### src/rtl/fetch_unit_if.sv
// Bundle between the instruction fetch unit, its controller and instruction memory.
// Signal prefixes are seen from the fetch unit: i_ is driven into it, o_ is driven by it.
interface fetch_unit_if #(
    parameter int ADDR_WIDTH   = 8,
    parameter int INST_WIDTH   = 16,
    parameter int OPCODE_WIDTH = 3
);

    logic                    i_pcClr;
    logic                    i_pcLoad;
    logic                    i_pcInc;
    logic                    i_irLoad;
    logic                    o_instReq;
    logic [ADDR_WIDTH-1:0]   o_instAddr;
    logic                    i_instValid;
    logic [INST_WIDTH-1:0]   i_instData;
    logic [OPCODE_WIDTH-1:0] o_opcode;
    logic [ADDR_WIDTH-1:0]   o_operand;
    logic [ADDR_WIDTH-1:0]   o_pc;
    logic                    o_fetchBusy;
    logic                    o_instReady;
    logic                    o_fetchErr;
    logic                    o_overrun;
    logic                    o_pcWrap;

    modport slave (
        input  i_pcClr, i_pcLoad, i_pcInc, i_irLoad, i_instValid, i_instData,
        output o_instReq, o_instAddr, o_opcode, o_operand, o_pc,
               o_fetchBusy, o_instReady, o_fetchErr, o_overrun, o_pcWrap
    );

    modport master (
        output i_pcClr, i_pcLoad, i_pcInc, i_irLoad, i_instValid, i_instData,
        input  o_instReq, o_instAddr, o_opcode, o_operand, o_pc,
               o_fetchBusy, o_instReady, o_fetchErr, o_overrun, o_pcWrap
    );

endinterface

### src/rtl/fetch_unit.sv
// Instruction fetch unit: program counter, one outstanding memory fetch with timeout,
// and the instruction register whose opcode/operand fields feed the controller.
module fetch_unit #(
    parameter int ADDR_WIDTH   = 8,
    parameter int INST_WIDTH   = 16,
    parameter int OPCODE_WIDTH = 3,
    parameter int TIMEOUT      = 15
) (
    input  logic          clk,
    input  logic          rst_n,
    fetch_unit_if.slave   bus
);

    typedef enum logic {
        ST_IDLE = 1'b0,
        ST_WAIT = 1'b1
    } state_t;

    localparam logic [7:0] TIMEOUT_CNT = 8'(TIMEOUT);

    state_t                r_state;
    logic [ADDR_WIDTH-1:0] r_pc;
    logic                  r_pcWrap;
    logic [INST_WIDTH-1:0] r_ir;
    logic [ADDR_WIDTH-1:0] r_instAddr;
    logic                  r_instReq;
    logic                  r_instReady;
    logic                  r_fetchErr;
    logic                  r_overrun;
    logic [7:0]            r_waitCnt;

    logic [ADDR_WIDTH-1:0] w_operand;
    logic [7:0]            w_cntNext;
    logic                  w_timeout;
    logic                  w_unusedIrBits;

    assign w_operand = r_ir[ADDR_WIDTH-1:0];
    assign w_cntNext = r_waitCnt + 8'd1;
    // The fetch is abandoned on the TIMEOUT-th WAIT edge, so the request is held TIMEOUT cycles.
    assign w_timeout = (w_cntNext == TIMEOUT_CNT);

    // IR bits between the opcode and operand fields are decoded by nothing.
    assign w_unusedIrBits = ^r_ir;

    always_ff @(posedge clk or negedge rst_n) begin
        if (!rst_n) begin
            r_pc     <= '0;
            r_pcWrap <= 1'b0;
        end else if (bus.i_pcClr) begin
            r_pc     <= '0;
            r_pcWrap <= 1'b0;
        end else if (bus.i_pcLoad) begin
            r_pc <= w_operand;
        end else if (bus.i_pcInc) begin
            r_pc <= r_pc + 1'b1;
            if (r_pc == '1) begin
                r_pcWrap <= 1'b1;
            end
        end
    end

    // Fetch FSM; the PC path above runs independently so it never aborts a fetch.
    always_ff @(posedge clk or negedge rst_n) begin
        if (!rst_n) begin
            r_state     <= ST_IDLE;
            r_ir        <= '0;
            r_instAddr  <= '0;
            r_instReq   <= 1'b0;
            r_instReady <= 1'b0;
            r_fetchErr  <= 1'b0;
            r_overrun   <= 1'b0;
            r_waitCnt   <= '0;
        end else begin
            r_instReady <= 1'b0;
            case (r_state)
                ST_IDLE: begin
                    if (bus.i_irLoad) begin
                        r_instAddr <= r_pc;
                        r_instReq  <= 1'b1;
                        r_waitCnt  <= '0;
                        r_state    <= ST_WAIT;
                    end
                end
                ST_WAIT: begin
                    if (bus.i_irLoad) begin
                        r_overrun <= 1'b1;
                    end
                    // A response on the timeout edge still counts as a good fetch.
                    if (bus.i_instValid) begin
                        r_ir        <= bus.i_instData;
                        r_instReq   <= 1'b0;
                        r_instReady <= 1'b1;
                        r_waitCnt   <= '0;
                        r_state     <= ST_IDLE;
                    end else if (w_timeout) begin
                        r_ir        <= '0;
                        r_fetchErr  <= 1'b1;
                        r_instReq   <= 1'b0;
                        r_instReady <= 1'b1;
                        r_waitCnt   <= '0;
                        r_state     <= ST_IDLE;
                    end else begin
                        r_waitCnt <= w_cntNext;
                    end
                end
                default: begin
                    r_state <= ST_IDLE;
                end
            endcase
        end
    end

    assign bus.o_pc        = r_pc;
    assign bus.o_pcWrap    = r_pcWrap;
    assign bus.o_instReq   = r_instReq;
    assign bus.o_instAddr  = r_instAddr;
    assign bus.o_instReady = r_instReady;
    assign bus.o_fetchErr  = r_fetchErr;
    assign bus.o_overrun   = r_overrun;
    assign bus.o_fetchBusy = (r_state != ST_IDLE);
    assign bus.o_opcode    = r_ir[INST_WIDTH-1 -: OPCODE_WIDTH];
    assign bus.o_operand   = w_operand;

endmodule
### src/flat_wrapper.sv
// flat-port wrapper written by rule: the top's interface ports become plain ports
module fetch_unit_flat 
#(
    parameter int ADDR_WIDTH   = 8,
    parameter int INST_WIDTH   = 16,
    parameter int OPCODE_WIDTH = 3,
    parameter int TIMEOUT      = 15
)
  (clk, rst_n, bus_i_pcClr, bus_i_pcLoad, bus_i_pcInc, bus_i_irLoad, bus_i_instValid, bus_i_instData, bus_o_instReq, bus_o_instAddr, bus_o_opcode, bus_o_operand, bus_o_pc, bus_o_fetchBusy, bus_o_instReady, bus_o_fetchErr, bus_o_overrun, bus_o_pcWrap);
  fetch_unit_if #(.ADDR_WIDTH(ADDR_WIDTH), .INST_WIDTH(INST_WIDTH), .OPCODE_WIDTH(OPCODE_WIDTH)) bus_i ();
  input  logic clk;
  input  logic rst_n;
  input wire logic [$bits(bus_i.i_pcClr)-1:0] bus_i_pcClr;
  input wire logic [$bits(bus_i.i_pcLoad)-1:0] bus_i_pcLoad;
  input wire logic [$bits(bus_i.i_pcInc)-1:0] bus_i_pcInc;
  input wire logic [$bits(bus_i.i_irLoad)-1:0] bus_i_irLoad;
  input wire logic [$bits(bus_i.i_instValid)-1:0] bus_i_instValid;
  input wire logic [$bits(bus_i.i_instData)-1:0] bus_i_instData;
  output wire logic [$bits(bus_i.o_instReq)-1:0] bus_o_instReq;
  output wire logic [$bits(bus_i.o_instAddr)-1:0] bus_o_instAddr;
  output wire logic [$bits(bus_i.o_opcode)-1:0] bus_o_opcode;
  output wire logic [$bits(bus_i.o_operand)-1:0] bus_o_operand;
  output wire logic [$bits(bus_i.o_pc)-1:0] bus_o_pc;
  output wire logic [$bits(bus_i.o_fetchBusy)-1:0] bus_o_fetchBusy;
  output wire logic [$bits(bus_i.o_instReady)-1:0] bus_o_instReady;
  output wire logic [$bits(bus_i.o_fetchErr)-1:0] bus_o_fetchErr;
  output wire logic [$bits(bus_i.o_overrun)-1:0] bus_o_overrun;
  output wire logic [$bits(bus_i.o_pcWrap)-1:0] bus_o_pcWrap;
  assign bus_i.i_pcClr = bus_i_pcClr;
  assign bus_i.i_pcLoad = bus_i_pcLoad;
  assign bus_i.i_pcInc = bus_i_pcInc;
  assign bus_i.i_irLoad = bus_i_irLoad;
  assign bus_i.i_instValid = bus_i_instValid;
  assign bus_i.i_instData = bus_i_instData;
  assign bus_o_instReq = bus_i.o_instReq;
  assign bus_o_instAddr = bus_i.o_instAddr;
  assign bus_o_opcode = bus_i.o_opcode;
  assign bus_o_operand = bus_i.o_operand;
  assign bus_o_pc = bus_i.o_pc;
  assign bus_o_fetchBusy = bus_i.o_fetchBusy;
  assign bus_o_instReady = bus_i.o_instReady;
  assign bus_o_fetchErr = bus_i.o_fetchErr;
  assign bus_o_overrun = bus_i.o_overrun;
  assign bus_o_pcWrap = bus_i.o_pcWrap;
  fetch_unit #(.ADDR_WIDTH(ADDR_WIDTH), .INST_WIDTH(INST_WIDTH), .OPCODE_WIDTH(OPCODE_WIDTH), .TIMEOUT(TIMEOUT)) u_core (.clk(clk), .rst_n(rst_n), .bus(bus_i));
endmodule
### config.mk
export PLATFORM = sky130hd
export DESIGN_NAME = fetch_unit_flat
export DESIGN_NICKNAME = d
export VERILOG_FILES = /design/src/rtl/fetch_unit_if.sv /design/src/rtl/fetch_unit.sv /design/src/flat_wrapper.sv
export SDC_FILE = /design/constraint.sdc
export NUM_CORES = 1
export LEC_CHECK = 0
export ABC_AREA = 1
export BUFFER_PORTS_ARGS = -buffer_cell sky130_fd_sc_hd__buf_2
export CORE_MARGIN = 2
export CORE_UTILIZATION = 35
export DETAILED_ROUTE_END_ITERATION = 7
export MAX_ROUTING_LAYER = met4
export SLEW_MARGIN = 15
export SYNTH_ARGS = -nofsm -noshare
export SYNTH_HDL_FRONTEND = slang
export SYNTH_SLANG_ARGS = --single-unit
### constraint.sdc
create_clock -name clk -period 3.6 [get_ports clk]
set_clock_uncertainty 0.2 [all_clocks]
set_input_delay 0.72 -clock clk [delete_from_list [all_inputs] [get_ports clk]]
set_output_delay 0.72 -clock clk [all_outputs]
set_load 0.02 [all_outputs]
# Yosys cells after proc, flatten, opt, wreduce, memory -nomap -nowiden
# Cells that the tools add are included.
# op_classes
n_bitwise	2
eq_ne	5
muxes	24
n_reduce_logical	10
add_sub_neg	2
# ops
op	n
2-to-1 mux 8 bit	6
2-to-1 mux 16 bit	2
adder 8 x 1 -> 8 bit, second input constant	2
case mux 8 bit (2 select lines)	1
2-to-1 mux 1 bit	13
equality test 8 x 4 -> 1 bit, second input constant	1
equality test 8 bit, second input constant	1
AND reduction 2 bit	4
AND reduction 3 bit	2
nonzero test 2 bit	3
inequality test 2 bit, second input constant	2
case mux 1 bit (2 select lines)	2
inequality test 3 bit, second input constant	1
nonzero test 3 bit	1
NOT 1 bit	2
# word_totals
out_inout_bits	33
regBits	46
input_bits	23

# Depth between registers and ports, before layout
# logic_depth
depth_word	5
mapped_depth	13

# Least setup slack after synthesis
# Ideal clock, no wire load.
# synth_timing
path_kind	input to register
start	input bus_i_pcLoad
end	register u_core.r_pc[6] (netlist: u_core.bus.o_pc[6])
path_stages	7
path_slack_ns	1.795
t_arrival_ns	1.476
required_time_ns	3.271
path_cell_list	clkbuf_1 inv_1 clkbuf_1 nor2_1 nor2_1 o21ai_0 o21ai_0
# synth_via
elab_chain_cells	2
# synth_rtl
item	line	source
start, declared	flat_wrapper.sv:14	input wire logic [$bits(bus_i.i_pcLoad)-1:0] bus_i_pcLoad;
2-to-1 mux 8 bit	fetch_unit.sv:52	end else if (bus.i_pcLoad) begin
2-to-1 mux 8 bit	fetch_unit.sv:49	end else if (bus.i_pcClr) begin
end signal, assigned	fetch_unit.sv:53	r_pc <= w_operand;
end signal, assigned	fetch_unit.sv:55	r_pc <= r_pc + 1'b1;
end, declared	fetch_unit.sv:22	logic [ADDR_WIDTH-1:0] r_pc;
# Several ways; a longest one is shown, not always the timed one.
# A chain may end at the register's enable or synchronous reset.

# Worst setup path in the final report
# layout_timing
start	register u_core.r_waitCnt[0]
end	register u_core.r_instReq (netlist: u_core.bus.o_instReq)
# layout_via
elab_chain_cells	4
# layout_rtl
item	line	source
start, declared	fetch_unit.sv:30	logic [7:0] r_waitCnt;
start signal, assigned	fetch_unit.sv:103	r_waitCnt <= w_cntNext;
adder 8 x 1 -> 8 bit	fetch_unit.sv:38	assign w_cntNext = r_waitCnt + 8'd1;
equality test 8 x 4 -> 1 bit	fetch_unit.sv:40	assign w_timeout = (w_cntNext == TIMEOUT_CNT);
inequality test 3 bit (no line)	-	
AND reduction 2 bit (no line)	-	
end signal, assigned	fetch_unit.sv:68	r_instReq <= 1'b0;
end signal, assigned	fetch_unit.sv:79	r_instReq <= 1'b1;
end signal, assigned	fetch_unit.sv:91	r_instReq <= 1'b0;
end, declared	fetch_unit.sv:26	logic r_instReq;
# Every way passes these cells.

==> impl_results.md <==
* Drt first pass iters at 4
* CTS clock-pin slew for the worst setup and hold paths at 0.07 ns
* Number of max-cap violations at 0
* CTS HTree Levels at 2
* Synth Instances at 234
* Post-synth top area cell: dfrtp_1
* Final hold vios at 0
* Die X at 78.2 um
* Total grt overflow at 0
* Multi-input logic area at roughly 770 sq um
* Hold Crit Depth at 1
* Register area at approximately 1000 sq um
* Initial core utilization at 0.370
* Worst hold path type: reg2reg
* Layout cells sized above 1 at 0.237
* CTS Buffer Depth at 2
* Final Max Tran Viols at 0
* Syn Nets at 260
* Crit Path Category: reg2reg
* Arrival @ worst endpoint at 1.92 ns
* Num Clock Sinks at a little over 40
* Register-to-register setup slack at roughly 1.7 ns
* Seq/Total Area, Yosys at 0.533
* Total track usage at 0.153
* Worst slew pin tran at 0.911 ns
* Post-cts resize count at 0
* Nets at about 310
* CTS Buf Count at 5
* Worst-Skew Late Latency at 0.29 ns
* Final Cycle Share at 0.541
* Vias at 1,605
* Avg Inst Size Synth at about 8.2 sq um
* Slowest CP cell: dfrtp_1
* Hold Startpoint: u_core.bus.o_overrun$_DFFE_PN0P_
* Vias in the first global route at about 1,500
* CP cell instances: ha_1 > nand3_1 > o21ai_1 > nand2_1 > nor2_2 > nand2_2 > nand2_2 > nand2_4 > nand2_2 > nand2_1
* Core Util, Final at 0.451
* Critical path endpoint category: flip-flop
* TNS Setup at 0 ns
* Tmin final at 1.95 ns
* Yosys warnings at 0
* Post-route antenna net violation count at 0
* Fmax at ~0.51 GHz
* Area Growth Syn to Fin at 22.0%
* Initial antenna violation count at 0
* Root buf cell: clkbuf_8
* Peak supply drop at around 0.28 mV
* Iter 0 DRT Violations at 138
* Worst r2r dst: u_core.bus.o_instReq$_DFFE_PN0P_
* Most common library cells after synthesis: 75 x nand2_1, 41 x dfrtp_1, 25 x o21ai_0, 24 x inv_1, 23 x nor2_1
* Netlist cell types at 25
* Most common cell in the netlist: nand2_1
* RSZ-0062 raised after global routing: no
* Worst EP required at about 3.6 ns
* Setup Viol. Count Final at 0
* Fillcell total at 543
* Reg2reg start: u_core.r_waitCnt[0]$_DFFE_PN0P_
* DR WL/cell at around 12 um
* Most used cell, CP: nand2_2
* N_diodes at 0
* Final wirelength at 4.25 mm
* Die Y at 78.2 um
* Die area at 6110 sq um
* Largest fanout on the critical path at 13
* Post-Syn Area at 1920 sq um
* Hpwl dp at 3.06 mm
* First-pass GRT wire length at 7.03 mm
* I/O pin count at between 50 and 60
* Total core area at approximately 5200 sq um
* Residual DRC at 0
* Worst setup startpoint: u_core.r_waitCnt[0]$_DFFE_PN0P_
* Cts hold-fix bufs at 0
* IO buf count at 50
* Worst-case reg-to-reg path depth at 10
* Flops & latches, synth at 41
* Worst Hold End: u_core.bus.o_overrun$_DFFE_PN0P_
* Run status: finished clean
* Static Leak at ~1.2 nW
* Max incr delay on CP at between 0.4 and 0.5 ns
* CTS tree: done
* Pin count of the biggest net entering global routing at 42
* Critical path launch point type: flip-flop
* Via density at 4.50
* Synth top area cells: dfrtp_1 53%, nand2_1 15%, o21ai_0 6.5%, inv_1 4.7%, nor2_1 4.5%
* Max-slew headroom at 0.392
* Synth top area share at 0.533
* # rows at 26
* # Post-CTS Setup Buffers at 0
* Ys async rst share at 1.00
* Post-synth top flop: dfrtp_1
* Number of synthesized flops with an enable pin at 0
* PwrDens at 525 nW/um^2
* GPL Wtd Cong at 0.833
-- registers in the layout (all words and copies together) (netlist names) --
| name | cells |
|---|---|
| u_core.r_ir | 11 |
| u_core.bus.o_instAddr | 8 |
| u_core.bus.o_pc | 8 |
| u_core.r_waitCnt | 8 |
| u_core.bus.o_fetchBusy | 1 |
| u_core.bus.o_fetchErr | 1 |
| u_core.bus.o_instReady | 1 |
| u_core.bus.o_instReq | 1 |
| u_core.bus.o_overrun | 1 |
| u_core.bus.o_pcWrap | 1 |
-- placed cells by master, fill, tap and decap left out, drive strengths merged, types with 3 or more instances in the layout --
master and count:
xor2 4, buf 50, clkbuf 7, nor2 26
nand3 9, nand2 81, o22ai 3, ha 3
o21ai 26, inv 25, dfrtp 41, a21oi 3
-- area by class of cell --
type	count	share of cell area
repair buffers	50	0.107
multi-input cells	163	0.329
clock buffers	7	0.0368
clock inverters	1	0.0128
inverters	25	0.0400
well taps	70	0.0373
flip-flops and latches	41	0.437
-- power breakdown --
part           total, mW  switching [mW]  leakage (nW)  internal [mW]
Clock              0.384           0.158        0.0585          0.226
Combinational      0.270           0.182         0.612         0.0884
Sequential         0.578          0.0547         0.529          0.523
Total               1.23           0.395          1.20          0.837
-- layer usage --
layer | track usage | up-vias | share of wire | wire length (um)
met5 | - | - | 0 | 0
met4 | 0.0632 | 0 | 0.018 | 76
met3 | 0.0379 | 6 | 0.054 | 228
met2 | 0.234 | 41 | 0.44 | 1890
met1 | 0.194 | 717 | 0.48 | 2060
li1 | - | 841 | - | -
-- per-stage QoR --
| stage | instance area (sq um) | power [mW] | worst slack [ns] | cells | hold WS, ns |
|---|---|---|---|---|---|
| after floorplan | 1920 | 0.750 | 1.80 | 234 | 0.224 |
| after global placement | 2230 | 0.856 | 1.65 | 349 | 0.233 |
| after detailed placement | 2230 | 0.861 | 1.64 | 349 | 0.244 |
| after CTS | 2350 | 1.25 | 1.64 | 357 | 0.262 |
| after global routing | 2350 | 1.31 | 1.44 | 357 | 0.292 |
| final | 2350 | 1.23 | 1.65 | 357 | 0.255 |
-- worst max path at each step --
stage / to / slack [ns] / cells past startpoint
floorplan: u_core.bus.o_pc[6]$_DFFE_PN0P_ / 1.80 / 7
global placement: u_core.bus.o_pc[4]$_DFFE_PN0P_ / 1.65 / 5
detailed placement: u_core.bus.o_pc[4]$_DFFE_PN0P_ / 1.64 / 5
CTS: u_core.bus.o_instReq$_DFFE_PN0P_ / 1.64 / 10
global route: u_core.r_ir[4]$_DFFE_PN0P_ / 1.44 / 10
finish: u_core.bus.o_instReq$_DFFE_PN0P_ / 1.65 / 10
-- worst max-delay path, delay by kind of cell (launching register included) --
family          cells  cell delay [ns]
simple gates        8             0.77
fa+ha+maj           1             0.23
compound gates      1             0.16
flops               1             0.47
-- cell families (layout without fill, tap and decap cells) --
| family | Yosys count | count (layout) | synth area share |
|---|---|---|---|
| AOI/OAI and AO/OA | 37 | 37 | 0.106 |
| xor gates and xnor gates | 4 | 4 | 0.0182 |
| adders and majority gates | 3 | 3 | 0.0195 |
| buffers and inverters | 30 | 83 | 0.0650 |
| DFF | 41 | 41 | 0.533 |
| and+or+nand+nor | 119 | 119 | 0.258 |
No activity file was read; power rests on OpenSTA's default activity.
